File: src/rtl/alu_pkg.sv
// Shared ALU definitions: opcodes, multiplier FSM states and iteration count.
// Defining MUL_BOOTH_RADIX4_EN selects the radix-4 Booth datapath.
package alu_pkg;

    localparam logic [3:0] OP_MUL = 4'h1;

`ifdef MUL_BOOTH_RADIX4_EN
    localparam bit RADIX4_EN = 1'b1;
`else
    localparam bit RADIX4_EN = 1'b0;
`endif

    typedef enum logic [1:0] {
        IDLE = 2'd0,
        RUN  = 2'd1,
        DONE = 2'd2
    } state_e;

    // Operands are widened by two bits so every signed/unsigned product is exact.
    function automatic int iter_count(input int width, input bit radix4);
        return radix4 ? (width + 2) / 2 : width + 2;
    endfunction

endpackage

File: src/rtl/booth_step.sv
// One combinational Booth iteration: add the recoded multiple of M to A,
// then arithmetic right shift of {A, q, q_1} by one (radix-2) or two (radix-4).
module booth_step #(
    parameter int N      = 18,
    parameter bit RADIX4 = 1'b0,
    parameter int AW     = RADIX4 ? N + 1 : N
) (
    input  logic [AW-1:0] a_i,
    input  logic [N-1:0]  q_i,
    input  logic          q1_i,
    input  logic [AW-1:0] m_i,
    input  logic [AW-1:0] m_neg_i,
    output logic [AW-1:0] a_o,
    output logic [N-1:0]  q_o,
    output logic          q1_o
);

    logic [AW-1:0] sum;

    generate
        if (RADIX4) begin : g_radix4
            // A carries one spare bit so the +-2M digits cannot overflow.
            always_comb begin
                sum = a_i;
                case ({q_i[1:0], q1_i})
                    3'b001, 3'b010: sum = a_i + m_i;
                    3'b011:         sum = a_i + (m_i << 1);
                    3'b100:         sum = a_i + (m_neg_i << 1);
                    3'b101, 3'b110: sum = a_i + m_neg_i;
                    default:        sum = a_i;
                endcase
                a_o  = {{2{sum[AW-1]}}, sum[AW-1:2]};
                q_o  = {sum[1:0], q_i[N-1:2]};
                q1_o = q_i[1];
            end
        end else begin : g_radix2
            always_comb begin
                sum = a_i;
                case ({q_i[0], q1_i})
                    2'b10:   sum = a_i + m_neg_i;
                    2'b01:   sum = a_i + m_i;
                    default: sum = a_i;
                endcase
                a_o  = {sum[AW-1], sum[AW-1:1]};
                q_o  = {sum[0], q_i[N-1:1]};
                q1_o = q_i[0];
            end
        end
    endgenerate

endmodule

File: src/rtl/mul_booth.sv
// Iterative Booth multiplier for the calculator ALU (signed or unsigned operands).
// Radix-2 by default; radix-4 when MUL_BOOTH_RADIX4_EN is defined.
module mul_booth
    import alu_pkg::*;
#(
    parameter int         WIDTH   = 16,
    parameter logic [3:0] OP_CODE = OP_MUL
) (
    input  logic               clk,
    input  logic               n_rst,
    input  logic               start,
    input  logic [3:0]         dtype,
    input  logic               is_signed,
    input  logic [WIDTH-1:0]   M,
    input  logic [WIDTH-1:0]   Q,
    output logic               busy,
    output logic               done,
    output logic [2*WIDTH-1:0] result
);

    localparam int N    = WIDTH + 2;
    localparam int AW   = RADIX4_EN ? N + 1 : N;
    localparam int ITER = iter_count(WIDTH, RADIX4_EN);
    localparam int CW   = $clog2(ITER);

    state_e             state_q, state_d;
    logic [CW-1:0]      cnt_q, cnt_d;
    logic [AW-1:0]      a_q, a_d;
    logic [N-1:0]       q_q, q_d;
    logic               q1_q, q1_d;
    logic [AW-1:0]      m_q, m_d;
    logic [AW-1:0]      m_neg_q, m_neg_d;
    logic [2*WIDTH-1:0] result_q, result_d;
    logic               busy_q, busy_d;
    logic               done_q, done_d;

    logic [AW-1:0]      m_ext;
    logic [N-1:0]       q_ext;
    logic [AW-1:0]      a_nx;
    logic [N-1:0]       q_nx;
    logic               q1_nx;
    logic               unused_a;

    assign m_ext    = {{(AW-WIDTH){is_signed & M[WIDTH-1]}}, M};
    assign q_ext    = {{(N-WIDTH){is_signed & Q[WIDTH-1]}}, Q};
    // Top bits of the 2N-bit product are pure sign extension of the 2*WIDTH result.
    assign unused_a = ^a_nx[AW-1:WIDTH-2];

    booth_step #(
        .N      (N),
        .RADIX4 (RADIX4_EN),
        .AW     (AW)
    ) u_step (
        .a_i     (a_q),
        .q_i     (q_q),
        .q1_i    (q1_q),
        .m_i     (m_q),
        .m_neg_i (m_neg_q),
        .a_o     (a_nx),
        .q_o     (q_nx),
        .q1_o    (q1_nx)
    );

    always_comb begin
        state_d  = state_q;
        cnt_d    = cnt_q;
        a_d      = a_q;
        q_d      = q_q;
        q1_d     = q1_q;
        m_d      = m_q;
        m_neg_d  = m_neg_q;
        result_d = result_q;
        case (state_q)
            IDLE: begin
                if (start && (dtype == OP_CODE)) begin
                    state_d = RUN;
                    cnt_d   = CW'(ITER - 1);
                    a_d     = '0;
                    q_d     = q_ext;
                    q1_d    = 1'b0;
                    m_d     = m_ext;
                    m_neg_d = -m_ext;
                end
            end
            RUN: begin
                a_d  = a_nx;
                q_d  = q_nx;
                q1_d = q1_nx;
                if (cnt_q == '0) begin
                    state_d  = DONE;
                    result_d = {a_nx[WIDTH-3:0], q_nx};
                end else begin
                    cnt_d = cnt_q - 1'b1;
                end
            end
            DONE:    state_d = IDLE;
            default: state_d = IDLE;
        endcase
        busy_d = (state_d == RUN);
        done_d = (state_d == DONE);
    end

    always_ff @(posedge clk or negedge n_rst) begin
        if (!n_rst) begin
            state_q  <= IDLE;
            cnt_q    <= '0;
            a_q      <= '0;
            q_q      <= '0;
            q1_q     <= 1'b0;
            m_q      <= '0;
            m_neg_q  <= '0;
            result_q <= '0;
            busy_q   <= 1'b0;
            done_q   <= 1'b0;
        end else begin
            state_q  <= state_d;
            cnt_q    <= cnt_d;
            a_q      <= a_d;
            q_q      <= q_d;
            q1_q     <= q1_d;
            m_q      <= m_d;
            m_neg_q  <= m_neg_d;
            result_q <= result_d;
            busy_q   <= busy_d;
            done_q   <= done_d;
        end
    end

    assign busy   = busy_q;
    assign done   = done_q;
    assign result = result_q;

endmodule

File: config.mk
export PLATFORM = sky130hd
export DESIGN_NAME = mul_booth
export DESIGN_NICKNAME = d
export VERILOG_FILES = /design/src/rtl/alu_pkg.sv /design/src/rtl/booth_step.sv /design/src/rtl/mul_booth.sv
export SDC_FILE = /design/constraint.sdc
export NUM_CORES = 1
export LEC_CHECK = 0
export CAP_MARGIN = 20
export CELL_PAD_IN_SITES_DETAIL_PLACEMENT = 0
export CELL_PAD_IN_SITES_GLOBAL_PLACEMENT = 2
export CORE_ASPECT_RATIO = 1.25
export CORE_UTILIZATION = 37
export CTS_CLUSTER_DIAMETER = 120
export CTS_CLUSTER_SIZE = 30
export DETAILED_ROUTE_END_ITERATION = 8
export PLACE_DENSITY_LB_ADDON = 0.25
export SLEW_MARGIN = 20
export SYNTH_ARGS = -nofsm -noshare
export SYNTH_HDL_FRONTEND = slang
export SYNTH_SLANG_ARGS = --single-unit
File: constraint.sdc
create_clock -name clk -period 6.3 [get_ports clk]
set_input_delay 1.26 -clock clk [delete_from_list [all_inputs] [get_ports clk]]
set_output_delay 1.26 -clock clk [all_outputs]
set_load 0.05 [all_outputs]
==> qor.txt <==
Max incr delay on CP: 700 ps
Die Area: 0.01598 mm2
Number of cells on the worst hold path: 2
Maximum Capacitance Violations: 0
Actual transition at the worst max-transition pin: 1027 ps
Outcome: completed
Average wire per cell in the routed design: 15.13 um
Synthesis warning total: 0
DR pass1 iterations: 4
Worst vdd rail ir drop: 129.3 uV
Worst-path fanout max: 17
Number of sinks driven by the clock tree: 111
Cell type with the highest occurrence count on the critical path: sky130_fd_sc_hd__mux2_2
Most repeated cell in the gate-level netlist after synthesis: sky130_fd_sc_hd__nand2_1
Number of synthesized flops with an enable pin: 0
Clock latency on the worst-skew pair: 360 ps
Worst Hold Slack: 471.9 ps
Iteration-0 DRC count of the detailed router: 245
Number of buffers and inverters on the critical path: 1
Kind of path behind the tightest hold check: reg -> reg
Crit path required time: 6560 ps
Final Net Count: 741
Max Fclk: 252.0 MHz
Antenna diode instance count: 0
Startpoint kind of the worst setup timing path: register
Cts hold-fix bufs: 0
DRC violations left: 0
Yosys top cell by area: sky130_fd_sc_hd__dfrtp_1
Maximum clock skew at final layout: 9.936 ps
Register-to-Register Path Depth: 11
Worst slack after detailed placement: 2097 ps
Final setup viols: 0
Wire length after detailed routing: 13510 um
Combined global-route utilization of all metal layers: 18.15%
Leading cell types by count after synthesis: 168 x sky130_fd_sc_hd__nand2_1, 111 x sky130_fd_sc_hd__dfrtp_1, 74 x sky130_fd_sc_hd__o21ai_0, 33 x sky130_fd_sc_hd__a22oi_1, 32 x sky130_fd_sc_hd__clkbuf_1
R2R setup slack: 2330 ps
Largest net degree at the start of global routing: 64
Clock transition at the registers of the reported paths: 80 ps
Min cycle time layout: 3968 ps
Routability-driven placement congestion ratio: 0.8047
Clock H-tree levels: 3
Worst setup EP type: register
Setup CP Type: reg -> reg
Worst endpoint data arrival time: 4220 ps
Vias per std cell: 5.025
Number of pins exceeding their max-slew limit in the final report: 0
Via count of the routed design: 4487
Relative slew slack: 31.50%
Unrepaired setup endpoints after global routing: false
Initial antenna violation count: 0
Cell Chain, Critical Path: inv_1 -> ha_1 -> mux2_2 -> fa_1 -> a21o_1 -> a221oi_2 -> o221a_2 -> nor3b_2 -> o31ai_1 -> mux2_2 -> o221ai_2
Cell type of the slowest stage on the worst timing path: sky130_fd_sc_hd__ha_1
CTS tree: built
Number of buffers on the longest clock path: 2
First-pass GRT wire length: 22910 um
# Post-CTS Setup Buffers: 0
Count of buffers from port buffering: 73
Num CTS Buffers: 9
Remaining global-route overflow: 0
Floorplan die height: 141.1 um
Async set-reset flop share out of synthesis: 100.0%
Leakage power total: 3.234 nW
Synthesized area divided by synthesized cell count: 9.159 um2
Number of distinct library cells after synthesis: 49
Row cnt: 50
Number of gates resized after CTS: 0
Clock root buffer: sky130_fd_sc_hd__clkbuf_16
Number of routed nets with antenna violations: 0
I/O Pins: 74
Top area cells in the synthesized netlist: sky130_fd_sc_hd__dfrtp_1 49%, sky130_fd_sc_hd__nand2_1 11%, sky130_fd_sc_hd__o21ai_0 6.5%
Cell family with most CP delay: compound AO/OA/AOI/OAI gates
Placed wire-length estimate after detailed placement: 9253 um
Sequential cell area: 0.002778 mm2
Fraction of the yosys area taken by sequential cells: 48.52%
Area occupied by multi-input gates: 0.002793 mm2
Pwr dens: 452.3 mW/mm2
Most used flip-flop cell after synthesis: sky130_fd_sc_hd__dfrtp_1
Post-synthesis cell area: 0.005724 mm2
Share of the synthesized area in the top cell type: 48.52%
Total Neg Setup Slack: 0 ps
Signed area change from the synthesized netlist to the final layout: 21.31%
Share of the clock period used by the worst path: 62.99%
Synthesized net count: 686
Count of mapped cells out of synthesis: 625
Minimum setup slack in the final design: 2332 ps
Via count of the first global-routing pass: 4571
Final hold violation count: 0
Share of layout cells above drive strength 1: 7.591%
Fill cells: 1466
Die X-Extent: 113.3 um
Number of register bits inferred by synthesis: 111
Starting density of the core: 37.97%
Cell count along the critical path: 11
Placeable Area: 0.01508 mm2
-- placed cells by master (no fill, tap or decap), drive strengths merged, types with 17 or more instances in the layout --
master	count
nor2	23
a21oi	23
xor2	17
clkdlybuf4s50	72
ha	20
mux2	18
dfrtp	111
a22oi	33
o21ai	76
nand2	168
-- power breakdown --
group | switching, mW | internal, mW
Combinational | 0.853 | 0.528
Clock | 0.286 | 0.326
Sequential | 0.188 | 0.961
Total | 1.33 | 1.81
-- worst min-delay path: cells and delay by family (launching register included) --
kind          cells  cell delay [ps]
flops             1              340
simple gates      2              100
-- area by class of cell --
| cell class | instances | share of cell area (%) |
|---|---|---|
| clock buffers | 10 | 3.441 |
| clock inverters | 6 | 1.081 |
| inverters | 9 | 0.4865 |
| multi-input cells | 471 | 40.22 |
| flip-flops and latches | 111 | 40.00 |
| well taps | 208 | 3.748 |
| repair buffers | 78 | 11.03 |
-- metal layers --
| metal | track usage [%] | vias up | part of all wire [%] |
|---|---|---|---|
| met5 | 0 | - | 0 |
| met4 | 7.756 | 0 | 1.7 |
| met3 | 2.322 | 15 | 3.6 |
| met2 | 30.22 | 90 | 47 |
| met1 | 23.70 | 2104 | 48 |
| li1 | - | 2278 | - |
-- sequential cells by signal (all words and copies together), names as in the netlist --
register and count:
state_q 2, done 1, q1_q 1, m_neg_q 17
cnt_q 5, busy 1, a_q 17, q_q 18
m_q 17, result 32
-- per-stage QoR --
step / util [%] / area [um2] / power (mW) / std cells
2_1_floorplan: - / 5724 / 2.127 / 625
3_5_place_dp: 43.94 / 6625 / 2.554 / 877
4_1_cts: 46.02 / 6939 / 3.176 / 893
3_3_place_gp: 43.94 / 6625 / 2.528 / 877
6_report: 46.06 / 6944 / 3.141 / 893
5_1_grt: 46.06 / 6944 / 3.385 / 893
-- final timing paths --
path / startpoint / end
worst max-delay path: q_q[0] / a_q[15]
worst min-delay path: m_q[15] / m_q[15]
worst max register to register: q_q[0] / a_q[15]
worst min register to register: m_q[15] / m_q[15]
max in group asynchronous: n_rst / m_neg_q[15]
min in group asynchronous: n_rst / result[2]
-- kinds of logic (layout without fill, tap and decap cells) --
kind of cell | after synthesis | in the layout | share of synthesized area [%]
AOI/OAI and AO/OA | 160 | 160 | 17.07
buffers and inverters | 43 | 103 | 2.820
and+or+nand+nor | 238 | 238 | 18.01
adders and majority gates | 21 | 21 | 4.721
xor gates and xnor gates | 29 | 29 | 4.437
muxes | 23 | 23 | 4.415
DFF | 111 | 111 | 48.52
Power figures use the tool's default switching activity.
==> patch (config.mk and constraints unchanged) <==
`WIDTH`: 16 -> 32.
--- a/src/rtl/mul_booth.sv
+++ b/src/rtl/mul_booth.sv
@@ -5,3 +5,3 @@
 #(
-    parameter int         WIDTH   = 16,
+    parameter int         WIDTH   = 32,
     parameter logic [3:0] OP_CODE = OP_MUL
Ports: changed (resized M, Q and result); port bits go from 74 to 138. The function was not compared with the original's and may differ.
==> patch against the unedited design <==
Power up 84%; synthesized area grew 98%; sequential cell count rose by 97; final area increased by 93%; setup slack lost 250 ps; wire length is 140% higher; die area is 96% higher; utilization down 1.6 points.
==> patch: results (changes against the unedited design) <==
global_routing:
  grt_pass1_vias: 9659  # was 4571
  antenna_found_initial: 2  # was 0
  gr-usage-all-layers_pct: 21.3  # was 18.1%
  grt_max_degree: 132  # was 64
  grt_pass1_wl_mm: 52.6  # was 22.9 mm
cells_and_area:
  diodes: 0  # unchanged
  nFillCells: 2989  # was 1466
  multi_input_cells: 965  # was 471
  drive_above_1_share_pct: 6.83  # was 7.59%
  layout.nets: 1472  # was 741
  buffer_area_share_pct: 11.3  # was 11.0%
  n_all_buffers: 153  # was 78
  largest_reg_flops: 64  # was 32
  clock_cell_area_share_pct: 2.16  # was 4.52%
  nClkBuffers: 12  # was 10
  multi_input_area_mm2: 0.00578  # was 0.00279 mm2
  final-seq-area_mm2: 0.00520  # was 0.00278 mm2
  layout.non_clock_inverters: 24  # was 9
worst_setup_path:
  crit_path_end: "a_q[30]"  # was a_q[15]
  ff2ff_setup_slack_ps: 2090  # was 2330 ps
  startpoint: "q_q[0]"  # unchanged
  rr_worst_depth: 13  # was 11
  path_max_fanout: 15  # was 17
sta:
  relSlewSlack_pct: 33.1  # was 31.5%
  fin_hold_ws_ps: 487  # was 472 ps
  max_freq_mhz: 237  # was 252 MHz
  skew_ps: 14.5  # was 9.94 ps
yosys:
  synth-main-ff-cell: "dfrtp_1"  # unchanged
  synth_nets: 1384  # was 686
  synth-seq-cells: 208  # was 111
  netlist-cell-type-count: 70  # was 49
  seq_area_frac_synth_pct: 45.9  # was 48.5%
  yosys_warnings: 0  # unchanged
  async_flop_share_pct: 100  # unchanged
  yosys-top-cells-area: "dfrtp_1 (46%), nand2_1 (11%), o21ai_0 (5.6%)"  # was dfrtp_1 (49%), nand2_1 (11%), o21ai_0 (6.5%)
  synth_common_cells: "nand2_1 (327), dfrtp_1 (208), o21ai_0 (127)"  # was nand2_1 (168), dfrtp_1 (111), o21ai_0 (74)
status:
  status: "complete, no violations"  # unchanged
clock_network:
  cts_buffers: 10  # was 9
  cts_resized: 0  # unchanged
  cts.clk_slew.worst_paths_ps: 130  # was 80 ps
  htreeDepth: 1  # was 3
  cts_max_path_buffers: 3  # was 2
  root_buffer: "clkbuf_16"  # unchanged
  postCtsSetupRepairBufs: 0  # unchanged
  insertion_delay_ps: 480  # was 360 ps
route:
  routed_wl_mm: 32.3  # was 13.5 mm
  via_per_inst: 5.33  # was 5.02
  first_iter_violations: 508  # was 245
  first_pass_iters: 4  # unchanged
hold_path:
  min_to: "m_q[14]"  # was m_q[15]
  hp-start: "m_q[14]"  # was m_q[15]
  whs_path_depth: 2  # unchanged
  hp-class: "reg -> reg"  # unchanged
placed_design:
  place.gp.congestion: 0.899  # was 0.805
  pre_cts_ws_ps: 2020  # was 2100 ps
  io_buffer_count: 137  # was 73
  dpl.hpwl_mm: 21.8  # was 9.25 mm
power_and_ir_drop:
  p_leak_uw: 0.00596  # was 0.00323 uW
  ir_drop_v: 0.000217  # was 0.000129 V
-- patch: cell count changes in the layout (fill, tap and decap cells not counted), sizes merged, moves of 19 or more --
cell	change
a22oi	+33
nand3	+19
xnor2	+21
a21oi	+25
o21ai	+64
nand2	+159
dfrtp	+97
clkdlybuf4s50	+64
mux2	+20
nor2	+31
-- patch: critical path: stages, from the launching register on --
cell and delay [ps]:
dfrtp_1 400, inv_1 70, ha_1 660, buf_4 290, mux2_2 340, ha_1 360, nand2_1 130, a32oi_1 250
o31ai_2 160, o211ai_1 440, nand3_1 220, a21oi_1 310, mux2_2 370, o21ai_0 140
-- patch: cells by family (layout without fill, tap and decap cells) --
group / count (synthesis) / in the layout / synth area share (%)
flip-flops: 208 / 208 / 45.9
buffers and inverters: 101 / 189 / 3.41
adder cells (fa/ha/maj): 38 / 38 / 4.25
multiplexers: 53 / 53 / 5.09
AND/OR/NAND/NOR: 483 / 483 / 18.4
AO/OA/AOI/OAI: 335 / 335 / 18.7
XOR/XNOR: 56 / 56 / 4.32
-- patch: per-stage QoR --
stage               instance area [um2]  util, %  power, uW  std cells
global route                      13400     44.4       6190       1763
floorplan                         11400        -       4070       1274
CTS                               13400     44.4       5840       1763
finish                            13400     44.4       5770       1763
detailed placement                13100     43.5       5040       1751
global placement                  13100     43.5       5020       1751
-- patch: metal layers --
metal / up-vias / wire, um / GRT usage, %
li1: 4618 / - / -
met1: 4544 / 14000 / 26.5
met2: 195 / 16100 / 38.1
met3: 27 / 1730 / 4.07
met4: 4 / 446 / 4.02
met5: - / 20 / 0
-- patch: report_power, final --
group	internal [uW]	total, uW	switching (uW)
registers	1770	2110	340
clock network	329	775	445
logic	1020	2880	1870
total	3120	5770	2650
